### src/rtl/lsu_pkg.sv
// rtl/lsu_pkg.sv - shared types, funct3 encodings and strobe patterns for the load/store unit
package lsu_pkg;

   typedef enum logic [1:0] {
      ST_IDLE = 2'd0,
      ST_REQ  = 2'd1,
      ST_WAIT = 2'd2,
      ST_DONE = 2'd3
   } lsu_state_e;

   localparam logic [2:0] F3_B  = 3'b000;
   localparam logic [2:0] F3_H  = 3'b001;
   localparam logic [2:0] F3_W  = 3'b010;
   localparam logic [2:0] F3_BU = 3'b100;
   localparam logic [2:0] F3_HU = 3'b101;

   localparam logic [3:0] STRB_B = 4'b0001;
   localparam logic [3:0] STRB_H = 4'b0011;
   localparam logic [3:0] STRB_W = 4'b1111;

   // True only for a single-direction access with a defined size that is naturally aligned.
   function automatic logic access_ok(input logic ren, input logic wen,
                                      input logic [2:0] f3, input logic [1:0] off);
      logic ok;
      ok = 1'b0;
      if (ren && !wen) begin
         case (f3)
            F3_B, F3_H, F3_W, F3_BU, F3_HU: ok = 1'b1;
            default:                        ok = 1'b0;
         endcase
      end else if (wen && !ren) begin
         case (f3)
            F3_B, F3_H, F3_W: ok = 1'b1;
            default:          ok = 1'b0;
         endcase
      end
      if ((f3[1:0] == 2'b01) && off[0]) ok = 1'b0;
      if ((f3[1:0] == 2'b10) && (off != 2'b00)) ok = 1'b0;
      return ok;
   endfunction

endpackage

### src/rtl/lsu_align.sv
// rtl/lsu_align.sv - byte-lane steering: store strobes/replication and load extraction/extension
module lsu_align
   import lsu_pkg::*;
(
   input  logic [2:0]  funct3,
   input  logic [1:0]  offset,
   input  logic [31:0] store_data,
   input  logic [31:0] resp_data,
   output logic [3:0]  wstrb,
   output logic [31:0] wdata,
   output logic [31:0] load_data
);
   logic [31:0] shifted;

   always_comb begin
      shifted   = resp_data >> {offset, 3'b000};
      wstrb     = STRB_W;
      wdata     = store_data;
      load_data = shifted;
      case (funct3)
         F3_B: begin
            wstrb     = STRB_B << offset;
            wdata     = {4{store_data[7:0]}};
            load_data = {{24{shifted[7]}}, shifted[7:0]};
         end
         F3_H: begin
            wstrb     = STRB_H << offset;
            wdata     = {2{store_data[15:0]}};
            load_data = {{16{shifted[15]}}, shifted[15:0]};
         end
         F3_BU: load_data = {24'h0, shifted[7:0]};
         F3_HU: load_data = {16'h0, shifted[15:0]};
         default: ;
      endcase
   end

endmodule

### src/rtl/lsu.sv
// rtl/lsu.sv - load/store unit: execute-stage handshake, single bus access with watchdog, writeback result
module lsu
   import lsu_pkg::*;
#(
   parameter int unsigned TIMEOUT = 255
) (
   input  logic        clk,
   input  logic        rst,
   input  logic        in_valid,
   output logic        in_ready,
   input  logic [31:0] in_addr,
   input  logic [31:0] in_wdata,
   input  logic        in_ren,
   input  logic        in_wen,
   input  logic [2:0]  in_funct3,
   input  logic [4:0]  in_rd,
   output logic        mem_req_valid,
   input  logic        mem_req_ready,
   output logic [31:0] mem_req_addr,
   output logic        mem_req_wen,
   output logic [31:0] mem_req_wdata,
   output logic [3:0]  mem_req_wstrb,
   input  logic        mem_resp_valid,
   output logic        mem_resp_ready,
   input  logic [31:0] mem_resp_data,
   output logic        out_valid,
   input  logic        out_ready,
   output logic [31:0] out_data,
   output logic [4:0]  out_rd,
   output logic        out_fault
);
   lsu_state_e  state_q, state_d;
   logic [31:0] addr_q, addr_d;
   logic [31:0] wdata_q, wdata_d;
   logic [2:0]  funct3_q, funct3_d;
   logic        wen_q, wen_d;
   logic [7:0]  wdog_q, wdog_d;
   logic [31:0] out_data_q, out_data_d;
   logic [4:0]  out_rd_q, out_rd_d;
   logic        out_fault_q, out_fault_d;

   logic        mem_op, legal, wdog_expire;
   logic [3:0]  lane_wstrb;
   logic [31:0] lane_wdata, load_data;

   assign mem_op      = in_ren | in_wen;
   assign legal       = access_ok(in_ren, in_wen, in_funct3, in_addr[1:0]);
   assign wdog_expire = (32'(wdog_q) + 32'd1) >= TIMEOUT;

   lsu_align u_align (
      .funct3     (funct3_q),
      .offset     (addr_q[1:0]),
      .store_data (wdata_q),
      .resp_data  (mem_resp_data),
      .wstrb      (lane_wstrb),
      .wdata      (lane_wdata),
      .load_data  (load_data)
   );

   always_ff @(posedge clk or negedge rst) begin
      if (!rst) state_q <= ST_IDLE;
      else      state_q <= state_d;
   end

   always_comb begin
      state_d = state_q;
      case (state_q)
         ST_IDLE: if (in_valid) state_d = (mem_op && legal) ? ST_REQ : ST_DONE;
         ST_REQ:  if (mem_req_ready) state_d = ST_WAIT;
         ST_WAIT: if (mem_resp_valid || wdog_expire) state_d = ST_DONE;
         ST_DONE: if (out_ready) state_d = ST_IDLE;
         default: state_d = ST_IDLE;
      endcase
   end

   always_comb begin
      in_ready       = 1'b0;
      mem_req_valid  = 1'b0;
      mem_resp_ready = 1'b0;
      out_valid      = 1'b0;
      case (state_q)
         ST_IDLE: in_ready       = 1'b1;
         ST_REQ:  mem_req_valid  = 1'b1;
         ST_WAIT: mem_resp_ready = 1'b1;
         ST_DONE: out_valid      = 1'b1;
         default: ;
      endcase
   end

   // out_data holds the address from capture onward so fault paths need no extra mux.
   always_comb begin
      addr_d      = addr_q;
      wdata_d     = wdata_q;
      funct3_d    = funct3_q;
      wen_d       = wen_q;
      wdog_d      = wdog_q;
      out_data_d  = out_data_q;
      out_rd_d    = out_rd_q;
      out_fault_d = out_fault_q;
      case (state_q)
         ST_IDLE: begin
            if (in_valid) begin
               addr_d      = in_addr;
               wdata_d     = in_wdata;
               funct3_d    = in_funct3;
               wen_d       = in_wen;
               out_data_d  = in_addr;
               out_rd_d    = in_rd;
               out_fault_d = mem_op && !legal;
            end
         end
         ST_REQ: if (mem_req_ready) wdog_d = 8'd0;
         ST_WAIT: begin
            if (mem_resp_valid) begin
               out_data_d  = wen_q ? 32'd0 : load_data;
               out_fault_d = 1'b0;
            end else begin
               wdog_d = wdog_q + 8'd1;
               if (wdog_expire) out_fault_d = 1'b1;
            end
         end
         default: ;
      endcase
   end

   always_ff @(posedge clk or negedge rst) begin
      if (!rst) begin
         addr_q      <= 32'd0;
         wdata_q     <= 32'd0;
         funct3_q    <= 3'd0;
         wen_q       <= 1'b0;
         wdog_q      <= 8'd0;
         out_data_q  <= 32'd0;
         out_rd_q    <= 5'd0;
         out_fault_q <= 1'b0;
      end else begin
         addr_q      <= addr_d;
         wdata_q     <= wdata_d;
         funct3_q    <= funct3_d;
         wen_q       <= wen_d;
         wdog_q      <= wdog_d;
         out_data_q  <= out_data_d;
         out_rd_q    <= out_rd_d;
         out_fault_q <= out_fault_d;
      end
   end

   assign mem_req_addr  = {addr_q[31:2], 2'b00};
   assign mem_req_wen   = wen_q;
   assign mem_req_wdata = lane_wdata;
   assign mem_req_wstrb = wen_q ? lane_wstrb : 4'b0000;
   assign out_data      = out_data_q;
   assign out_rd        = out_rd_q;
   assign out_fault     = out_fault_q;

endmodule

### config.mk
export PLATFORM = sky130hd
export DESIGN_NAME = lsu
export DESIGN_NICKNAME = d
export VERILOG_FILES = /design/src/rtl/lsu_pkg.sv /design/src/rtl/lsu_align.sv /design/src/rtl/lsu.sv
export SDC_FILE = /design/constraint.sdc
export NUM_CORES = 1
export LEC_CHECK = 0
export BUFFER_PORTS_ARGS = -buffer_cell sky130_fd_sc_hd__buf_2
export CAP_MARGIN = 10
export CORE_ASPECT_RATIO = 1.5
export CORE_MARGIN = 3
export CORE_UTILIZATION = 40
export CTS_BUF_LIST = sky130_fd_sc_hd__clkbuf_4 sky130_fd_sc_hd__clkbuf_8
export CTS_CLUSTER_DIAMETER = 30
export CTS_CLUSTER_SIZE = 20
export DETAILED_ROUTE_END_ITERATION = 6
export GPL_ROUTABILITY_DRIVEN = 0
export PLACE_DENSITY = 0.71
export SYNTH_ARGS = -nofsm -noshare
export SYNTH_HDL_FRONTEND = slang
export SYNTH_HIERARCHICAL = 1
export SYNTH_SLANG_ARGS = --single-unit
### constraint.sdc
create_clock -name clk -period 2.2 [get_ports clk]
set_input_delay 0.33 -clock clk [delete_from_list [all_inputs] [get_ports clk]]
set_output_delay 0.33 -clock clk [all_outputs]
set_load 0.1 [all_outputs]
; Word level (Yosys, flattened, before mapping)
; Cells that the tools add are included.
[totals]
latch_bits = 0
n_memories = 0
rom_bits = 0
ram_bits = 0
regBits = 116
inputBits = 112
[op_classes]
n_reduce_logical = 23
div_mod_pow = 0
addsub = 2
n_bitwise = 1
n_shift = 3
n_mul = 0
magnitude_cmp = 1
mux = 31
eq_ne = 19
[ops]
columns = cell, n
row1 = $pmux W32 S2, 2
row2 = $pmux W32 S4, 1
row3 = $mux W32, 3
row4 = $shr A32 B5 Y32, 1
row5 = $mux W8, 2
row6 = $pmux W8 S2, 1
row7 = $mux W1, 13
row8 = $eq A3 B3 Y1 const B, 4
row9 = $ne A2 B2 Y1 const B, 6
row10 = $mux W2, 5
row11 = $add A8 B1 Y9 const B, 1
row12 = $ge A9 B8 Y1 const B, 1
row13 = $reduce_and A3 Y1, 3
row14 = $add A8 B1 Y8 const B, 1
row15 = $pmux W2 S4, 1
row16 = $pmux W4 S2, 1
row17 = $eq A2 B2 Y1 const B, 3
row18 = $eq A3 B1 Y1 const B, 2
row19 = $logic_and A1 B1 Y1, 6
row20 = $logic_not A3 Y1, 2
row21 = $reduce_bool A2 Y1, 3
row22 = $reduce_or A5 Y1, 1
row23 = $eq A2 B1 Y1 const B, 2
row24 = $mux W4, 1
row25 = 12 further kinds, 14

; Longest topological paths before layout
; Gate-level depths: netlist of the first run.
[depth]
word_depth = 11
ltp_mapped = 10
depth_no_buf = 8

; Modules after synthesis
; The synthesis of the first run kept the hierarchy.
[modules_own_cells]
columns = module, cells_per_inst, n_inst, area_per_inst_um2, seq_area_each_um2
row1 = lsu, 424, 1, 5112.4, 2902.8
row2 = lsu_align, 177, 1, 1206.2, 0.0

; Least setup slack after synthesis of the first run
; OpenSTA, ideal clock, no wires.
[synth_timing]
path_kind = register to output
start = reg funct3_q[1]
end = out mem_req_wdata[24]
path_buffers = 2
slack_ps = -646
path_stages_with_launch = 6
arrival_time_ps = 2516
path_cell_list = dfrtp_1 buf_2 nor2_2 buf_4 nor2_1 a21oi_1
[synth_between]
elab_chain_cells = 2
elab_cells_between_ends = 3
classes_between = eq/ne: 1 / mux: 1 / reduce/logical: 1
[synth_rtl]
columns = element, line
row1 = "start, declared", lsu.sv:35  ; logic [2:0] funct3_q, funct3_d;
row2 = "start signal, assigned", lsu.sv:139  ; funct3_q <= funct3_d;
row3 = $eq A3 B1 Y1 / $logic_not A3 Y1 (equally long branches), lsu_align.sv:20  ; case (funct3)
row4 = $pmux W32 S2 (*), lsu_align.sv:20
row5 = "end, declared", lsu.sv:21  ; output logic [31:0] mem_req_wdata,
; Every way passes the cells marked *; elsewhere a longest branch is shown, timed or not.

; Worst setup path in the final report of the first run
[layout_timing]
start = reg funct3_q[1]
end = out mem_req_wdata[13]
; The elaborated chain is that of the path after synthesis.

==> results.md, run 1 <==
| Metric | Reported | Unit |
| --- | --- | --- |
| Setup repair after global routing missed its margin | yes | - |
| Layout Area Growth over Synthesis | 31.8 | % |
| Clock net sink count | 116 | - |
| Hold Path Origin | in_rd[4] | - |
| Fraction of the mapped netlist area in adder cells | 1.19 | % |
| Number of synthesis warnings | 6 | - |
| Post-synthesis instance total | 601 | - |
| Post-synth design cell area | 6320 | um2 |
| Router iterations before antenna repair | 4 | - |
| I/O pin cnt | 223 | - |
| Area of combinational cells with multiple inputs | 3010 | um2 |
| Remaining antenna violation count | 0 | - |
| First-iteration detailed-routing DRC count | 244 | - |
| WP data arrival | 1.79 | ns |
| Endpoints failing hold | 0 | - |
| # rows | 55 | - |
| Clock Pin Slew Worst Setup and Hold Paths | 0.07 | ns |
| Final worst path period need | 2.12 | ns |
| Largest clock skew in the final design | 0.00938 | ns |
| Pin count of the biggest net entering global routing | 49 | - |
| Top post-synthesis cells by area | dfrtp_1, mux2_2, buf_4 | - |
| Total number of H-tree levels | 4 | - |
| Crit path launch | funct3_q[1]$_DFFE_PN0P_ | - |
| Die height | 160 | um |
| Initial Util | 41.4 | % |
| I/O Buffers | 220 | - |
| Aggregate global routing overflow | 0 | - |
| Slew at the pin with the worst max-slew slack | 0.584 | ns |
| Final period utilization | 96.3 | % |
| Commonest cells in the synthesized netlist | dfrtp_1, mux2_2, nor2_1 | - |
| Proportion of synthesized flip-flops having asynchronous set or reset | 100 | % |
| Tot GR Track Use | 20.7 | % |
| Layout cells sized above 1 | 48.8 | % |
| DP HPWL | 13.7 | mm |
| Die area | 17,400 | um2 |
| Average wire per standard cell | 17.9 | um |
| Dominant combinational cell family by area after synthesis | multiplexers | - |
| Sum of routed wire length over all layers | 17.9 | mm |
| Fmax achieved | 472 | MHz |
| CTS max path bufs | 2 | - |
| Normalized max-slew margin | 61.0 | % |
| Via count of the first global-routing pass | 5,292 | - |
| Share of synthesized area spent on multiplexers | 20.2 | % |
| Clock buffers created by TritonCTS | 17 | - |
| Post-synth top area share | 45.9 | % |
| Worst EP required | 1.87 | ns |
| Flops & latches, synth | 116 | - |
| EDFF count, synth | 0 | - |
| Worst hold path class | in2reg | - |
| Clock latency reported for the late side of the worst-skew pair | 0.43 | ns |
| Die width | 109 | um |
| Number of vias per cell after detailed routing | 5.20 | - |
| Mapped Avg Cell Area | 10.5 | um2 |
| XOR/XNOR Fraction of Synth Area | 0.693 | % |
| Maximum Capacitance Violations | 0 | - |
| Most area-hungry cell type in the Yosys netlist | dfrtp_1 | - |
| Total setup violations reported at the end of the flow | 0 | - |
| Final net count | 906 | - |
| Crit. End Element | output port | - |
| Post-synth cell types | 51 | - |
| Clock tree from TritonCTS | yes | - |
| Sequential cell area | 2910 | um2 |
| Post-route DRC | 0 | - |
| Number of vias after detailed routing | 5,197 | - |
| Number of antenna violations at the first check in global routing | 3 | - |
| Simple-gate share of the synthesized area | 10.4 | % |
| Most instantiated library cell after synthesis | dfrtp_1 | - |
| Complex-gate fraction of the synthesized area | 13.4 | % |
| Final-layout fill cell count | 1,408 | - |
| Highest fanout seen on the critical path | 5 | - |
| Type of origin of the critical path | flip-flop | - |
| Clock root cell | clkbuf_8 | - |
| Floorplan core area | 15,300 | um2 |
| Post-route core utilization | 54.5 | % |
| Outcome | finished, final reports clean | - |
| RR Startpoint | funct3_q[2]$_DFFE_PN0P_ | - |
| Worst setup path category | reg2out | - |
| Number of max-slew violations in the final report | 0 | - |
| Sequential cell area fraction in the yosys report | 45.9 | % |
| First-pass GRT wire length | 27.8 | mm |
| Primary flip-flop cell chosen by synthesis mapping | dfrtp_1 | - |
[flip-flops by register name (all words and copies together), names as in the netlist]
| signal | flops |
|---|---|
| out_data | 32 |
| wdog_q | 8 |
| wdata_q | 32 |
| addr_q | 32 |
| out_fault | 1 |
| state_q | 2 |
| mem_req_wen | 1 |
| out_rd | 5 |
| funct3_q | 3 |
[what timing repair did]
action                                  CTS  global route
gates resized for setup                   5             4
buffers inserted                          4             1
pin swaps                                 1             0
endpoints found under the setup margin   22            12
hold endpoints to repair                 35             0
hold buffers                              1             0
[layer usage]
layer / share of wire (%) / GRT usage, %
met1: 37 / 22.9
met5: 0.12 / 0
met4: 3.6 / 9.71
met2: 53 / 36.5
met3: 6.0 / 5.26
[stage by stage]
step           instance area [um2]  TNS [ns]  hold WS [ns]  std cells  setup slack, ns
2_1_floorplan                 6400   -0.0537        0.0344        602          -0.0269
3_3_place_gp                  7870         0         0.325        962            0.223
3_5_place_dp                  7870         0         0.330        962            0.170
4_1_cts                       8300         0        0.0969        997           0.0177
5_1_grt                       8320   -0.0664         0.103        999          -0.0144
6_report                      8330         0         0.130       1000           0.0819
[logic make-up (layout without fill, tap and decap cells)]
kind of cell | Yosys count | after routing
buffers and inverters | 82 | 279
XOR/XNOR | 5 | 5
AO/OA/AOI/OAI | 134 | 134
adder cells (fa/ha/maj) | 6 | 6
flip-flops | 116 | 116
multiplexers | 116 | 116
AND/OR/NAND/NOR | 141 | 141
other | 1 | 4
[layout make-up]
class	count	share of cell area (%)
repair buffers	245	21.1
well taps	199	2.99
diodes	2	0.0601
clock buffers	20	3.31
flip-flops and latches	116	34.9
multi-input cells	404	36.2
inverters	4	0.180
clock inverters	10	1.29
[critical path, cell delays in order (launching register included)]
cell and delay (ns):
dfrtp_2 0.44, nor3_4 0.22, buf_6 0.16, mux2_2 0.36
buf_12 0.17
[cell usage in the layout, fill, tap and decap left out, drive strengths merged, types with 5 or more instances in the layout]
| cell | count |
|---|---|
| a211oi | 16 |
| a21oi | 51 |
| a22oi | 31 |
| and2 | 7 |
| buf | 244 |
| clkbuf | 20 |
| clkinv | 6 |
| dfrtp | 116 |
| ha | 6 |
| mux2 | 90 |
| mux2i | 26 |
| nand2 | 27 |
| nand2b | 5 |
| nor2 | 72 |
| nor2b | 10 |
| o21ai | 26 |
[worst paths after layout]
check	depth (start not counted)	slack, ns	end
min in group asynchronous	2	0.41	addr_q[8]$_DFFE_PN0P_
setup / recovery	4	0.08	mem_req_wdata[13]
max in group asynchronous	3	1.17	funct3_q[1]$_DFFE_PN0P_
hold reg to reg	1	0.50	addr_q[19]$_DFFE_PN0P_
hold / removal	2	0.13	out_rd[4]$_DFFE_PN0P_
setup reg to reg	7	0.21	out_data[24]$_DFFE_PN0P_
Power of run 1 is not shown: default switching activity piles up to over one toggle a cycle in this logic, so the estimate is an artifact.
==> run 2: changes to the inputs <==
- CELL_PAD_IN_SITES_DETAIL_PLACEMENT: default -> 0
- CELL_PAD_IN_SITES_GLOBAL_PLACEMENT: default -> 1
- CORE_UTILIZATION: 40 -> 39
- GPL_ROUTABILITY_DRIVEN: 0 -> default
- PLACE_DENSITY: 0.71 -> 0.87
==> run 2 against run 1 <==
Effect of this change: cell count increased by 0.70%; utilization decreased by 1.5 points; critical path depth unchanged; clock-buffer cell count decreased by 3; sequential share of layout area decreased by 0.12 points; wire length decreased by 0.59%; clock skew increased by 0.0084 ns.
==> results.md, run 2 (same netlist as run 1, synthesis figures left out) <==
| Metric | Reported | Unit |
| --- | --- | --- |
| Outcome | finished, final reports clean | - |
| Setup repair after global routing missed its margin | yes | - |
| Worst setup path endpoint | mem_req_wdata[10] | - |
| Die area | 17,800 | um2 |
| Clock buffers created by TritonCTS | 17 | - |
| Cell Chain, Critical Path | nor3_2, buf_6, mux2_2, buf_12 | - |
| Pin count of the biggest net entering global routing | 68 | - |
| Clock Pin Slew Worst Setup and Hold Paths | 0.09 | ns |
| Post-layout worst setup margin | 0.0708 | ns |
| Crit. End Element | output port | - |
| Wl on met1 | 6.63 | mm |
| Highest fanout seen on the critical path | 8 | - |
| Clock latency reported for the late side of the worst-skew pair | 0.44 | ns |
| Layout cells sized above 1 | 49.1 | % |
| Final period utilization | 96.8 | % |
| Top library cells by usage in the layout, fill and taps aside | buf_2, dfrtp_1, mux2_2 | - |
| Post-route DRC | 0 | - |
| Highest layer used for signal routing | met5 | - |
| Post-route core utilization | 53.0 | % |
| # rows | 56 | - |
| Tot GR Track Use | 19.5 | % |
| Maximum Capacitance Violations | 0 | - |
| Register-to-register path setup slack | 0.31 | ns |
| Largest clock skew in the final design | 0.0178 | ns |
| Summed negative setup slack over all endpoints | 0 | ns |
| First-pass GRT wire length | 26.9 | mm |
| Aggregate global routing overflow | 0 | - |
| Routability-driven placement congestion ratio | 0.882 | - |
| Slowest stage delay, CP | 0.45 | ns |
| RR Startpoint | addr_q[1]$_DFFE_PN0P_ | - |
| Placement Setup Slack | 0.275 | ns |
| Slowest library cell on the worst path | dfrtp_2 | - |
| CTS max path bufs | 2 | - |
| Remaining antenna violation count | 0 | - |
| Die height | 162 | um |
| Count of inserted antenna diode cells | 0 | - |
| Worst EP required | 1.87 | ns |
| Met3 layer wire length in the routed design | 1.34 | mm |
| CP Depth | 4 | - |
| Number of antenna violations at the first check in global routing | 2 | - |
| Endpoints failing hold | 0 | - |
| Total number of H-tree levels | 4 | - |
| I/O Buffers | 220 | - |
| Number of max-slew violations in the final report | 0 | - |
| Met2 layer wire length in the routed design | 9.51 | mm |
| DP HPWL | 13.3 | mm |
| Number of cells on the worst hold path | 2 | - |
| Total setup violations reported at the end of the flow | 0 | - |
| Buffers and inverters on the worst path | 2 | - |
| R2r worst-path depth | 10 | - |
| Normalized max-slew margin | 63.9 | % |
| Initial Util | 40.1 | % |
| Final Non-Filler Cells | 1,007 | - |
| Clock tree from TritonCTS | yes | - |
| I/O pin cnt | 223 | - |
| Worst setup path category | reg2out | - |
| Die width | 110 | um |
| Number of vias after detailed routing | 5,248 | - |
| Router iterations before antenna repair | 4 | - |
| Largest delay share family, worst path | flip-flops | - |
| Average wire per standard cell | 17.7 | um |
| Number of vias per cell after detailed routing | 5.21 | - |
| Sum of routed wire length over all layers | 17.8 | mm |
| Fmax achieved | 470 | MHz |
| Commonest non-fill, non-tap cell in the layout | buf_2 | - |
| Final net count | 909 | - |
| Type of origin of the critical path | flip-flop | - |
| Number of instances in the placed design | 966 | - |
| Floorplan core area | 15,800 | um2 |
| Layout Area Growth over Synthesis | 32.2 | % |
| Clock root cell | clkbuf_8 | - |
| Capture point of the worst reg-to-reg path | out_data[29]$_DFFE_PN0P_ | - |
| Via count of the first global-routing pass | 5,221 | - |
| Crit path launch | funct3_q[1]$_DFFE_PN0P_ | - |
| Slew at the pin with the worst max-slew slack | 0.546 | ns |
| Worst hold path class | in2reg | - |
| Clock net sink count | 116 | - |
| WP data arrival | 1.80 | ns |
| Final worst path period need | 2.13 | ns |
| First-iteration detailed-routing DRC count | 197 | - |
-- run 2: routing by layer --
metal | vias up | GRT usage, %
met5 | - | 0
met4 | 4 | 6.98
met3 | 22 | 5.45
met2 | 187 | 35.0
met1 | 2552 | 21.6
li1 | 2483 | -
-- run 2: timing repair --
item                                    4_1_cts  5_1_grt
endpoints found under the setup margin       18       20
hold buffers                                  1        0
pin swaps                                     0        2
cloned                                        0        1
setup buffers                                 1        6
hold endpoints to repair                     20        0
gates resized for setup                       6        3
-- run 2: through the flow --
step           hold slack, ns  cell area (um2)
6_report                0.112             8360
5_1_grt                0.0951             8360
4_1_cts                0.0937             8280
3_5_place_dp            0.246             7870
3_3_place_gp            0.237             7870
2_1_floorplan          0.0344             6400
-- run 2: how the worst min path moves through the flow --
stage / startpoint / end
floorplan: rst / addr_q[0]$_DFFE_PN0P_
global placement: rst / out_data[9]$_DFFE_PN0P_
detailed placement: rst / addr_q[10]$_DFFE_PN0P_
CTS: in_rd[0] / out_rd[0]$_DFFE_PN0P_
global route: in_rd[1] / out_rd[1]$_DFFE_PN0P_
finish: in_wdata[18] / wdata_q[18]$_DFFE_PN0P_
-- run 2: cell type report --
cell class	instances	area, um2
multi-input combinational	404	3000
timing repair buffer	248	1800
sequential	116	2910
inverter	4	15.0
fill	1447	7410
clock inverter	15	145
tap	203	254
clock buffer	17	234
Power of run 2 is left out for the same reason.
